## src/rtl/pio_pkg.sv

```systemverilog
// Shared definitions for the PIO host interface: host action codes and default sizing.
// Imported by the host interface top and its FIFO.
package pio_pkg;

  localparam int NUM_SM_DEF     = 4;
  localparam int FIFO_DEPTH_DEF = 4;
  localparam int IMEM_WORDS     = 32;

  localparam logic [31:0] CLKDIV_RST = 32'h0001_0000;

  typedef enum logic [3:0] {
    ACT_NOP       = 4'd0,
    ACT_IMEM      = 4'd1,
    ACT_ENABLE    = 4'd2,
    ACT_PULL      = 4'd3,
    ACT_PUSH      = 4'd4,
    ACT_CLKDIV    = 4'd5,
    ACT_PINCTRL   = 4'd6,
    ACT_EXECCTRL  = 4'd7,
    ACT_SHIFTCTRL = 4'd8,
    ACT_RESTART   = 4'd9
  } pio_action_e;

endpackage

```

## src/rtl/pio_fifo.sv

```systemverilog
// Synchronous FIFO with wrap-bit pointers and registered full/empty flags.
// A pop on a full FIFO frees the slot for a same-cycle push; a pop on empty is ignored.
module pio_fifo
  import pio_pkg::*;
#(
  parameter int DEPTH = FIFO_DEPTH_DEF,
  parameter int WIDTH = 32
) (
  input  logic             clk,
  input  logic             n_reset,
  input  logic             i_push,
  input  logic [WIDTH-1:0] i_wdata,
  input  logic             i_pop,
  output logic [WIDTH-1:0] o_rdata,
  output logic             o_full,
  output logic             o_empty
);

  localparam int AW = $clog2(DEPTH);

  logic [WIDTH-1:0] r_mem [DEPTH];
  logic [AW:0]      r_wptr;
  logic [AW:0]      r_rptr;
  logic [AW:0]      w_wptr_nxt;
  logic [AW:0]      w_rptr_nxt;
  logic             r_full;
  logic             r_empty;
  logic             w_pop_ok;
  logic             w_push_ok;

  assign w_pop_ok   = i_pop & ~r_empty;
  assign w_push_ok  = i_push & (~r_full | w_pop_ok);
  assign w_wptr_nxt = w_push_ok ? r_wptr + {{AW{1'b0}}, 1'b1} : r_wptr;
  assign w_rptr_nxt = w_pop_ok  ? r_rptr + {{AW{1'b0}}, 1'b1} : r_rptr;

  always_ff @(posedge clk or negedge n_reset) begin
    if (!n_reset) begin
      r_wptr  <= '0;
      r_rptr  <= '0;
      r_full  <= 1'b0;
      r_empty <= 1'b1;
    end else begin
      r_wptr  <= w_wptr_nxt;
      r_rptr  <= w_rptr_nxt;
      // Flags are registered from the next pointers so they track the pointers exactly.
      r_full  <= (w_wptr_nxt[AW] != w_rptr_nxt[AW]) &&
                 (w_wptr_nxt[AW-1:0] == w_rptr_nxt[AW-1:0]);
      r_empty <= (w_wptr_nxt == w_rptr_nxt);
    end
  end

  always_ff @(posedge clk) begin
    if (w_push_ok) r_mem[r_wptr[AW-1:0]] <= i_wdata;
  end

  assign o_rdata = r_mem[r_rptr[AW-1:0]];
  assign o_full  = r_full;
  assign o_empty = r_empty;

endmodule

```

## src/rtl/pio_host_if.sv

```systemverilog
// Host-side register and FIFO interface for a bank of PIO state machines.
// Holds the shared instruction memory, per-machine config, enables and TX/RX FIFOs.
module pio_host_if
  import pio_pkg::*;
#(
  parameter int NUM_SM     = NUM_SM_DEF,
  parameter int FIFO_DEPTH = FIFO_DEPTH_DEF
) (
  input  logic                  clk,
  input  logic                  n_reset,
  input  logic [1:0]            mindex,
  input  logic [4:0]            index,
  input  logic [3:0]            action,
  input  logic [31:0]           din,
  output logic [31:0]           dout,
  output logic [NUM_SM-1:0]     tx_full,
  output logic [NUM_SM-1:0]     rx_empty,
  input  logic [5*NUM_SM-1:0]   imem_raddr,
  output logic [16*NUM_SM-1:0]  imem_rdata,
  output logic [32*NUM_SM-1:0]  cfg_clkdiv,
  output logic [32*NUM_SM-1:0]  cfg_pinctrl,
  output logic [32*NUM_SM-1:0]  cfg_execctrl,
  output logic [32*NUM_SM-1:0]  cfg_shiftctrl,
  output logic [NUM_SM-1:0]     sm_en,
  output logic [NUM_SM-1:0]     sm_restart,
  input  logic [NUM_SM-1:0]     sm_pull,
  output logic [32*NUM_SM-1:0]  sm_tx_data,
  output logic [NUM_SM-1:0]     sm_tx_empty,
  input  logic [NUM_SM-1:0]     sm_push,
  input  logic [32*NUM_SM-1:0]  sm_rx_data,
  output logic [NUM_SM-1:0]     sm_rx_full
);

  logic [15:0]                 r_imem [IMEM_WORDS];
  logic [NUM_SM-1:0][31:0]     r_clkdiv;
  logic [NUM_SM-1:0][31:0]     r_pinctrl;
  logic [NUM_SM-1:0][31:0]     r_execctrl;
  logic [NUM_SM-1:0][31:0]     r_shiftctrl;
  logic [NUM_SM-1:0]           r_en;
  logic [NUM_SM-1:0]           r_restart;
  logic [31:0]                 r_dout;

  logic [NUM_SM-1:0][31:0]     w_tx_data;
  logic [NUM_SM-1:0][31:0]     w_rx_data;
  logic [NUM_SM-1:0]           w_tx_full;
  logic [NUM_SM-1:0]           w_tx_empty;
  logic [NUM_SM-1:0]           w_rx_full;
  logic [NUM_SM-1:0]           w_rx_empty;

  // Instruction memory is deliberately left out of reset so programs survive a reset.
  always_ff @(posedge clk) begin
    if (action == ACT_IMEM) r_imem[index] <= din[15:0];
  end

  always_ff @(posedge clk or negedge n_reset) begin
    if (!n_reset) begin
      r_clkdiv    <= {NUM_SM{CLKDIV_RST}};
      r_pinctrl   <= '0;
      r_execctrl  <= '0;
      r_shiftctrl <= '0;
      r_en        <= '0;
      r_restart   <= '0;
      r_dout      <= '0;
    end else begin
      r_restart <= (action == ACT_RESTART) ? din[NUM_SM-1:0] : '0;
      if (action == ACT_PULL && !w_rx_empty[mindex]) r_dout <= w_rx_data[mindex];
      case (action)
        ACT_ENABLE:    r_en                <= din[NUM_SM-1:0];
        ACT_CLKDIV:    r_clkdiv[mindex]    <= din;
        ACT_PINCTRL:   r_pinctrl[mindex]   <= din;
        ACT_EXECCTRL:  r_execctrl[mindex]  <= din;
        ACT_SHIFTCTRL: r_shiftctrl[mindex] <= din;
        default: ;
      endcase
    end
  end

  for (genvar g = 0; g < NUM_SM; g++) begin : g_sm
    logic w_sel;
    assign w_sel = (mindex == 2'(g));

    assign imem_rdata[16*g +: 16] = r_imem[imem_raddr[5*g +: 5]];

    pio_fifo #(.DEPTH(FIFO_DEPTH), .WIDTH(32)) u_tx (
      .clk     (clk),
      .n_reset (n_reset),
      .i_push  ((action == ACT_PUSH) && w_sel),
      .i_wdata (din),
      .i_pop   (sm_pull[g]),
      .o_rdata (w_tx_data[g]),
      .o_full  (w_tx_full[g]),
      .o_empty (w_tx_empty[g])
    );

    pio_fifo #(.DEPTH(FIFO_DEPTH), .WIDTH(32)) u_rx (
      .clk     (clk),
      .n_reset (n_reset),
      .i_push  (sm_push[g]),
      .i_wdata (sm_rx_data[32*g +: 32]),
      .i_pop   ((action == ACT_PULL) && w_sel),
      .o_rdata (w_rx_data[g]),
      .o_full  (w_rx_full[g]),
      .o_empty (w_rx_empty[g])
    );
  end

  assign dout          = r_dout;
  assign tx_full       = w_tx_full;
  assign rx_empty      = w_rx_empty;
  assign sm_tx_data    = w_tx_data;
  assign sm_tx_empty   = w_tx_empty;
  assign sm_rx_full    = w_rx_full;
  assign cfg_clkdiv    = r_clkdiv;
  assign cfg_pinctrl   = r_pinctrl;
  assign cfg_execctrl  = r_execctrl;
  assign cfg_shiftctrl = r_shiftctrl;
  assign sm_en         = r_en;
  assign sm_restart    = r_restart;

endmodule

```

## config.mk

```make
export PLATFORM = sky130hd
export DESIGN_NAME = pio_host_if
export DESIGN_NICKNAME = d
export VERILOG_FILES = /design/src/rtl/pio_pkg.sv /design/src/rtl/pio_fifo.sv /design/src/rtl/pio_host_if.sv
export SDC_FILE = /design/constraint.sdc
export NUM_CORES = 2
export LEC_CHECK = 0
export BUFFER_PORTS_ARGS = -buffer_cell sky130_fd_sc_hd__buf_2
export CORE_ASPECT_RATIO = 1.4
export CORE_MARGIN = 3
export CORE_UTILIZATION = 45
export DETAILED_ROUTE_END_ITERATION = 16
export GPL_TIMING_DRIVEN = 0
export HOLD_SLACK_MARGIN = 0.08
export PLACE_DENSITY_LB_ADDON = 0.12
export RECOVER_POWER = 100
export SYNTH_ARGS = -nofsm -noshare
export SYNTH_HDL_FRONTEND = slang
export SYNTH_SLANG_ARGS = --single-unit
```

## constraint.sdc

```tcl
create_clock -name clk -period 2.5 [get_ports clk]
set_clock_uncertainty 0.1 [all_clocks]
set_input_delay 0.25 -clock clk [delete_from_list [all_inputs] [get_ports clk]]
set_output_delay 0.25 -clock clk [all_outputs]
set_load 0.005 [all_outputs]
```

==> report_table.html <==
<table>
<tr><th>Metric</th><th>Value</th></tr>
<tr><th colspan="2">Run</th></tr>
<tr><td>Maxcap violations</td><td>32</td></tr>
<tr><th colspan="2">Drt</th></tr>
<tr><td>Post-route ant nets</td><td>0</td></tr>
<tr><td>Detailed-route via count</td><td>~54,000</td></tr>
<tr><td>Routed WL</td><td>between 300,000 and 400,000 um</td></tr>
<tr><td>Iter 0 DRT Violations</td><td>6,024</td></tr>
<tr><td>DRC errors left</td><td>0</td></tr>
<tr><td>Wirelength per Cell</td><td>38.57 um</td></tr>
<tr><td>Via count normalized by instance count</td><td>6.122</td></tr>
<tr><td>Number of search-and-repair iterations in the first detailed-routing pass</td><td>6</td></tr>
<tr><th colspan="2">Floorplan</th></tr>
<tr><td>Width of the die</td><td>390.5 um</td></tr>
<tr><td>Die Span Y</td><td>544.3 um</td></tr>
<tr><td>Number of placed I/O pins</td><td>961</td></tr>
<tr><td>Area of the placeable core</td><td>205,800 um^2</td></tr>
<tr><td>Die outline area</td><td>~210,000 um^2</td></tr>
<tr><td>Number of rows in the core area</td><td>197</td></tr>
<tr><td>Initial core utilization</td><td>45.26%</td></tr>
<tr><th colspan="2">Placed design</th></tr>
<tr><td>Routability cong.</td><td>1.007</td></tr>
<tr><td>Placed insts</td><td>8,093</td></tr>
<tr><td>DPL Wire Length</td><td>246,800 um</td></tr>
<tr><td>IO buf count</td><td>between 900 and 1,000</td></tr>
<tr><td>Placed inst area</td><td>102,700 um^2</td></tr>
<tr><th colspan="2">Global routing</th></tr>
<tr><td>GRT overflow</td><td>0</td></tr>
<tr><td>Vias in the first global route</td><td>55,590</td></tr>
<tr><td>First-pass GRT wire length</td><td>464,000 um</td></tr>
<tr><td>Antenna violations before repair</td><td>68</td></tr>
<tr><td>Pin count of the biggest net entering global routing</td><td>roughly 110</td></tr>
<tr><td>GRT Overall Usage</td><td>31.91%</td></tr>
<tr><th colspan="2">STA</th></tr>
<tr><td>Crit share post-route</td><td>134.1%</td></tr>
<tr><td>Number of endpoints with negative hold slack in the final report</td><td>0</td></tr>
<tr><td>Max frequency</td><td>about 300 MHz</td></tr>
<tr><td>Final setup slack of the worst path</td><td>-0.8513 ns</td></tr>
<tr><td>Total setup violations reported at the end of the flow</td><td>1,757</td></tr>
<tr><td>Final Max Tran Viols</td><td>1,256</td></tr>
<tr><td>Worst slew margin</td><td>-51.84%</td></tr>
<tr><td>RSZ-0062 raised after global routing</td><td>yes</td></tr>
<tr><td>Transition time of the tightest slew-check pin</td><td>2.278 ns</td></tr>
<tr><td>Crit path time final</td><td>3.351 ns</td></tr>
<tr><th colspan="2">Final layout</th></tr>
<tr><td>Fraction of layout cells with a size suffix above 1</td><td>between 40% and 50%</td></tr>
<tr><td>Post-route core utilization</td><td>55.37%</td></tr>
<tr><td>Filler cell count</td><td>between 15,000 and 20,000</td></tr>
<tr><td>Number of nets in the final layout</td><td>between 6,000 and 7,000</td></tr>
<tr><td>Number of standard cells in the final layout excluding fillers</td><td>between 8,000 and 9,000</td></tr>
<tr><td>Cell area after layout</td><td>114,000 um^2</td></tr>
<tr><td>Layout Area Growth over Synthesis</td><td>22.34%</td></tr>
<tr><th colspan="2">Critical path</th></tr>
<tr><td>Startpoint types</td><td>input port</td></tr>
<tr><td>Signal arrival time at the worst endpoint</td><td>3.00 ns</td></tr>
<tr><td>Type of element capturing the critical path</td><td>output port</td></tr>
<tr><td>Path type of the worst setup path</td><td>input port to output port</td></tr>
<tr><td>Maximum fanout along the worst path</td><td>10</td></tr>
<tr><td>Critical Path RT</td><td>2.15 ns</td></tr>
<tr><td>Worst setup slack for register-to-register paths</td><td>-0.31 ns</td></tr>
<tr><th colspan="2">Status</th></tr>
<tr><td>Result of the run</td><td>complete, but fails checks</td></tr>
<tr><td>Failing checks</td><td>max-capacitance violations, max-slew violations, negative setup slack</td></tr>
<tr><th colspan="2">Clock tree</th></tr>
<tr><td>Clock-pin transition on the worst setup and hold timing paths</td><td>around 0.06 ns</td></tr>
<tr><td>Cell at the root of the clock tree</td><td>sky130_fd_sc_hd__clkbuf_16</td></tr>
<tr><td>Clock sink count</td><td>2,152</td></tr>
<tr><td>CTS H-tree depth</td><td>4</td></tr>
<tr><td>Bufs on Longest Clock Path</td><td>4</td></tr>
<tr><td>Later-pin clock latency in the skew report</td><td>approximately 0.86 ns</td></tr>
<tr><td>TritonCTS Buffers</td><td>215</td></tr>
<tr><td>Clock tree from TritonCTS</td><td>yes</td></tr>
<tr><th colspan="2">Synth</th></tr>
<tr><td>Avg Cell Area, Syn</td><td>21.12 um^2</td></tr>
<tr><td>Post-synth top area cell</td><td>sky130_fd_sc_hd__edfxtp_1</td></tr>
<tr><td>Ys flop type</td><td>sky130_fd_sc_hd__edfxtp_1</td></tr>
<tr><td>Post-synthesis cell type count</td><td>47</td></tr>
<tr><td>EDFF count, synth</td><td>approximately 1,500</td></tr>
<tr><td>Post-synthesis sequential area ratio</td><td>about two thirds</td></tr>
<tr><td>Cell area after technology mapping</td><td>93,150 um^2</td></tr>
<tr><td>Post-synth net total</td><td>4,652</td></tr>
<tr><td>Number of storage elements in the synthesis netlist</td><td>2,152</td></tr>
<tr><td>Top-area cell type share of the netlist area</td><td>49.52%</td></tr>
<tr><td>Dominant cells by area after synthesis</td><td>sky130_fd_sc_hd__edfxtp_1 (50%), sky130_fd_sc_hd__mux4_2 (22%), sky130_fd_sc_hd__dfrtp_1 (16%)</td></tr>
<tr><td>Most common cell in the netlist</td><td>sky130_fd_sc_hd__edfxtp_1</td></tr>
<tr><td>List of most frequent post-synthesis cells</td><td>sky130_fd_sc_hd__edfxtp_1 (1,536), sky130_fd_sc_hd__mux4_2 (897), sky130_fd_sc_hd__dfrtp_1 (604), sky130_fd_sc_hd__mux2_2 (593), sky130_fd_sc_hd__clkbuf_1 (191)</td></tr>
<tr><td>Gate Count Post-Synth</td><td>4,411</td></tr>
<tr><td>Total of warnings raised by yosys</td><td>0</td></tr>
<tr><td>Synth async-reset ratio</td><td>28.62%</td></tr>
<tr><th colspan="2">Power</th></tr>
<tr><td>Power per standard cell area</td><td>between 900 and 1000 nW/um^2</td></tr>
<tr><td>Static leakage power</td><td>40.89 nW</td></tr>
<tr><td>Total Power</td><td>103.8 mW</td></tr>
<tr><td>VDD IR max</td><td>695.8 uV</td></tr>
<tr><th colspan="2">Min path</th></tr>
<tr><td>Path type of the worst min-delay path</td><td>input port to flip-flop</td></tr>
</table>
-- logic make-up after synthesis --
logic type / after synthesis / share of synthesized area (%)
and+or+nand+nor: 191 / 1.115
adders and majority gates: 40 / 0.5373
xor gates and xnor gates: 61 / 0.6904
AOI/OAI and AO/OA: 104 / 0.9779
muxes: 1497 / 28.95
buffers and inverters: 366 / 1.650
DFF: 2152 / 66.08
-- report_power, final --
group | total (mW) | internal, mW | switching (mW)
combinational | 26.7 | 12.4 | 14.3
sequential | 44.3 | 42.5 | 1.83
clock | 32.8 | 18.6 | 14.2
total | 104 | 73.5 | 30.3
-- metrics by stage --
| step | setup TNS (ns) | hold slack, ns | setup WS [ns] |
|---|---|---|---|
| floorplan | 0 | -0.1456 | 0.03253 |
| global placement | -9830.32 | 0.3603 | -12.74 |
| detailed placement | -973.85 | 0.1811 | -1.376 |
| CTS | -203.66 | -0.1594 | -0.8278 |
| global route | -736.20 | 0.06474 | -0.8367 |
| finish | -468.12 | 0.06254 | -0.8513 |
-- routing by layer --
| metal | GRT usage [%] | wire [um] | vias to the layer above |
|---|---|---|---|
| met1 | 36.74 | 114000 | 28940 |
| met5 | 0 | 174 | - |
| met2 | 53.54 | 167800 | 2899 |
| met4 | 15.98 | 22980 | 28 |
| met3 | 10.49 | 36200 | 775 |
| li1 | - | - | 21500 |
-- cell usage in the layout (no fill, tap or decap), types with 40 or more instances in the layout --
master / synthesis / final
sky130_fd_sc_hd__edfxtp_1: 1536 / 1536
sky130_fd_sc_hd__mux4_2: 897 / 897
sky130_fd_sc_hd__clkbuf_1: 191 / 767
sky130_fd_sc_hd__dfrtp_1: 604 / 599
sky130_fd_sc_hd__mux2_2: 593 / 532
sky130_fd_sc_hd__dlygate4sd3_1: 0 / 267
sky130_fd_sc_hd__buf_2: 58 / 251
sky130_fd_sc_hd__clkbuf_16: 0 / 221
sky130_fd_sc_hd__buf_6: 1 / 159
sky130_fd_sc_hd__clkbuf_2: 0 / 79
sky130_fd_sc_hd__mux2_4: 3 / 57
sky130_fd_sc_hd__nand2_1: 57 / 56
sky130_fd_sc_hd__clkinv_2: 0 / 44
sky130_fd_sc_hd__buf_4: 22 / 41
sky130_fd_sc_hd__clkbuf_8: 0 / 40
sky130_fd_sc_hd__ha_1: 40 / 40
-- worst max-delay path, stage by stage --
cell and delay, ns:
sky130_fd_sc_hd__clkbuf_2 0.42, sky130_fd_sc_hd__clkbuf_1 0.76, sky130_fd_sc_hd__mux4_2 0.43, sky130_fd_sc_hd__mux4_2 0.66, sky130_fd_sc_hd__mux2_2 0.33, sky130_fd_sc_hd__buf_2 0.13
-- state kept, by name (all words and copies together), names as in the netlist --
register and flops:
g_sm.u_tx.r_wptr 12, cfg_shiftctrl 128, cfg_execctrl 128, g_sm.u_tx.r_rptr 12, g_sm.u_rx.o_full 4, g_sm.u_rx.r_rptr 12, g_sm.u_rx.o_empty 4, sm_en 4
g_sm.u_rx.r_wptr 12, g_sm.u_tx.r_mem 512, r_imem 512, dout 32, cfg_clkdiv 128, g_sm.u_tx.o_empty 4, g_sm.u_rx.r_mem 512, cfg_pinctrl 128
g_sm.u_tx.o_full 4, sm_restart 4
-- area by class of cell --
class,count,area (um^2),area share [%]
multi-input combinational,1893,30370,26.65
sequential,2152,61560,54.02
antenna,38,95.09,0.08345
clock buffer,304,6153,5.400
inverter,32,131.4,0.1153
tap,2686,3361,2.949
timing repair buffer,1327,9572,8.400
clock inverter,90,907.1,0.7960
buffer,323,1803,1.582
-- path summary, 6_finish.rpt --
| path | depth (start not counted) | startpoint | endpoint |
|---|---|---|---|
| max | 6 | imem_raddr[11] | imem_rdata[41] |
| min | 5 | action[2] | g_sm[0].u_rx.r_rptr[2]$_DFF_PN0_ |
| max reg2reg | 5 | g_sm[2].u_rx.r_rptr[0]$_DFF_PN0_ | dout[5]$_DFFE_PN0P_ |
| min reg2reg | 1 | g_sm[0].u_rx.r_rptr[2]$_DFF_PN0_ | g_sm[0].u_rx.r_rptr[2]$_DFF_PN0_ |
| max in group asynchronous | 5 | n_reset | cfg_clkdiv[32]$_DFFE_PN0P_ |
| min in group asynchronous | 2 | n_reset | cfg_execctrl[121]$_DFFE_PN0P_ |
-- timing repair --
action	in CTS	in global routing
endpoints found under the hold margin	1492	371
buffers inserted	29	27
cloned	11	1
setup endpoints to repair	602	1208
pin swaps	3	19
hold buffers	263	7
gates resized for setup	523	99
Note: power is estimated with default switching activity, not from simulation.
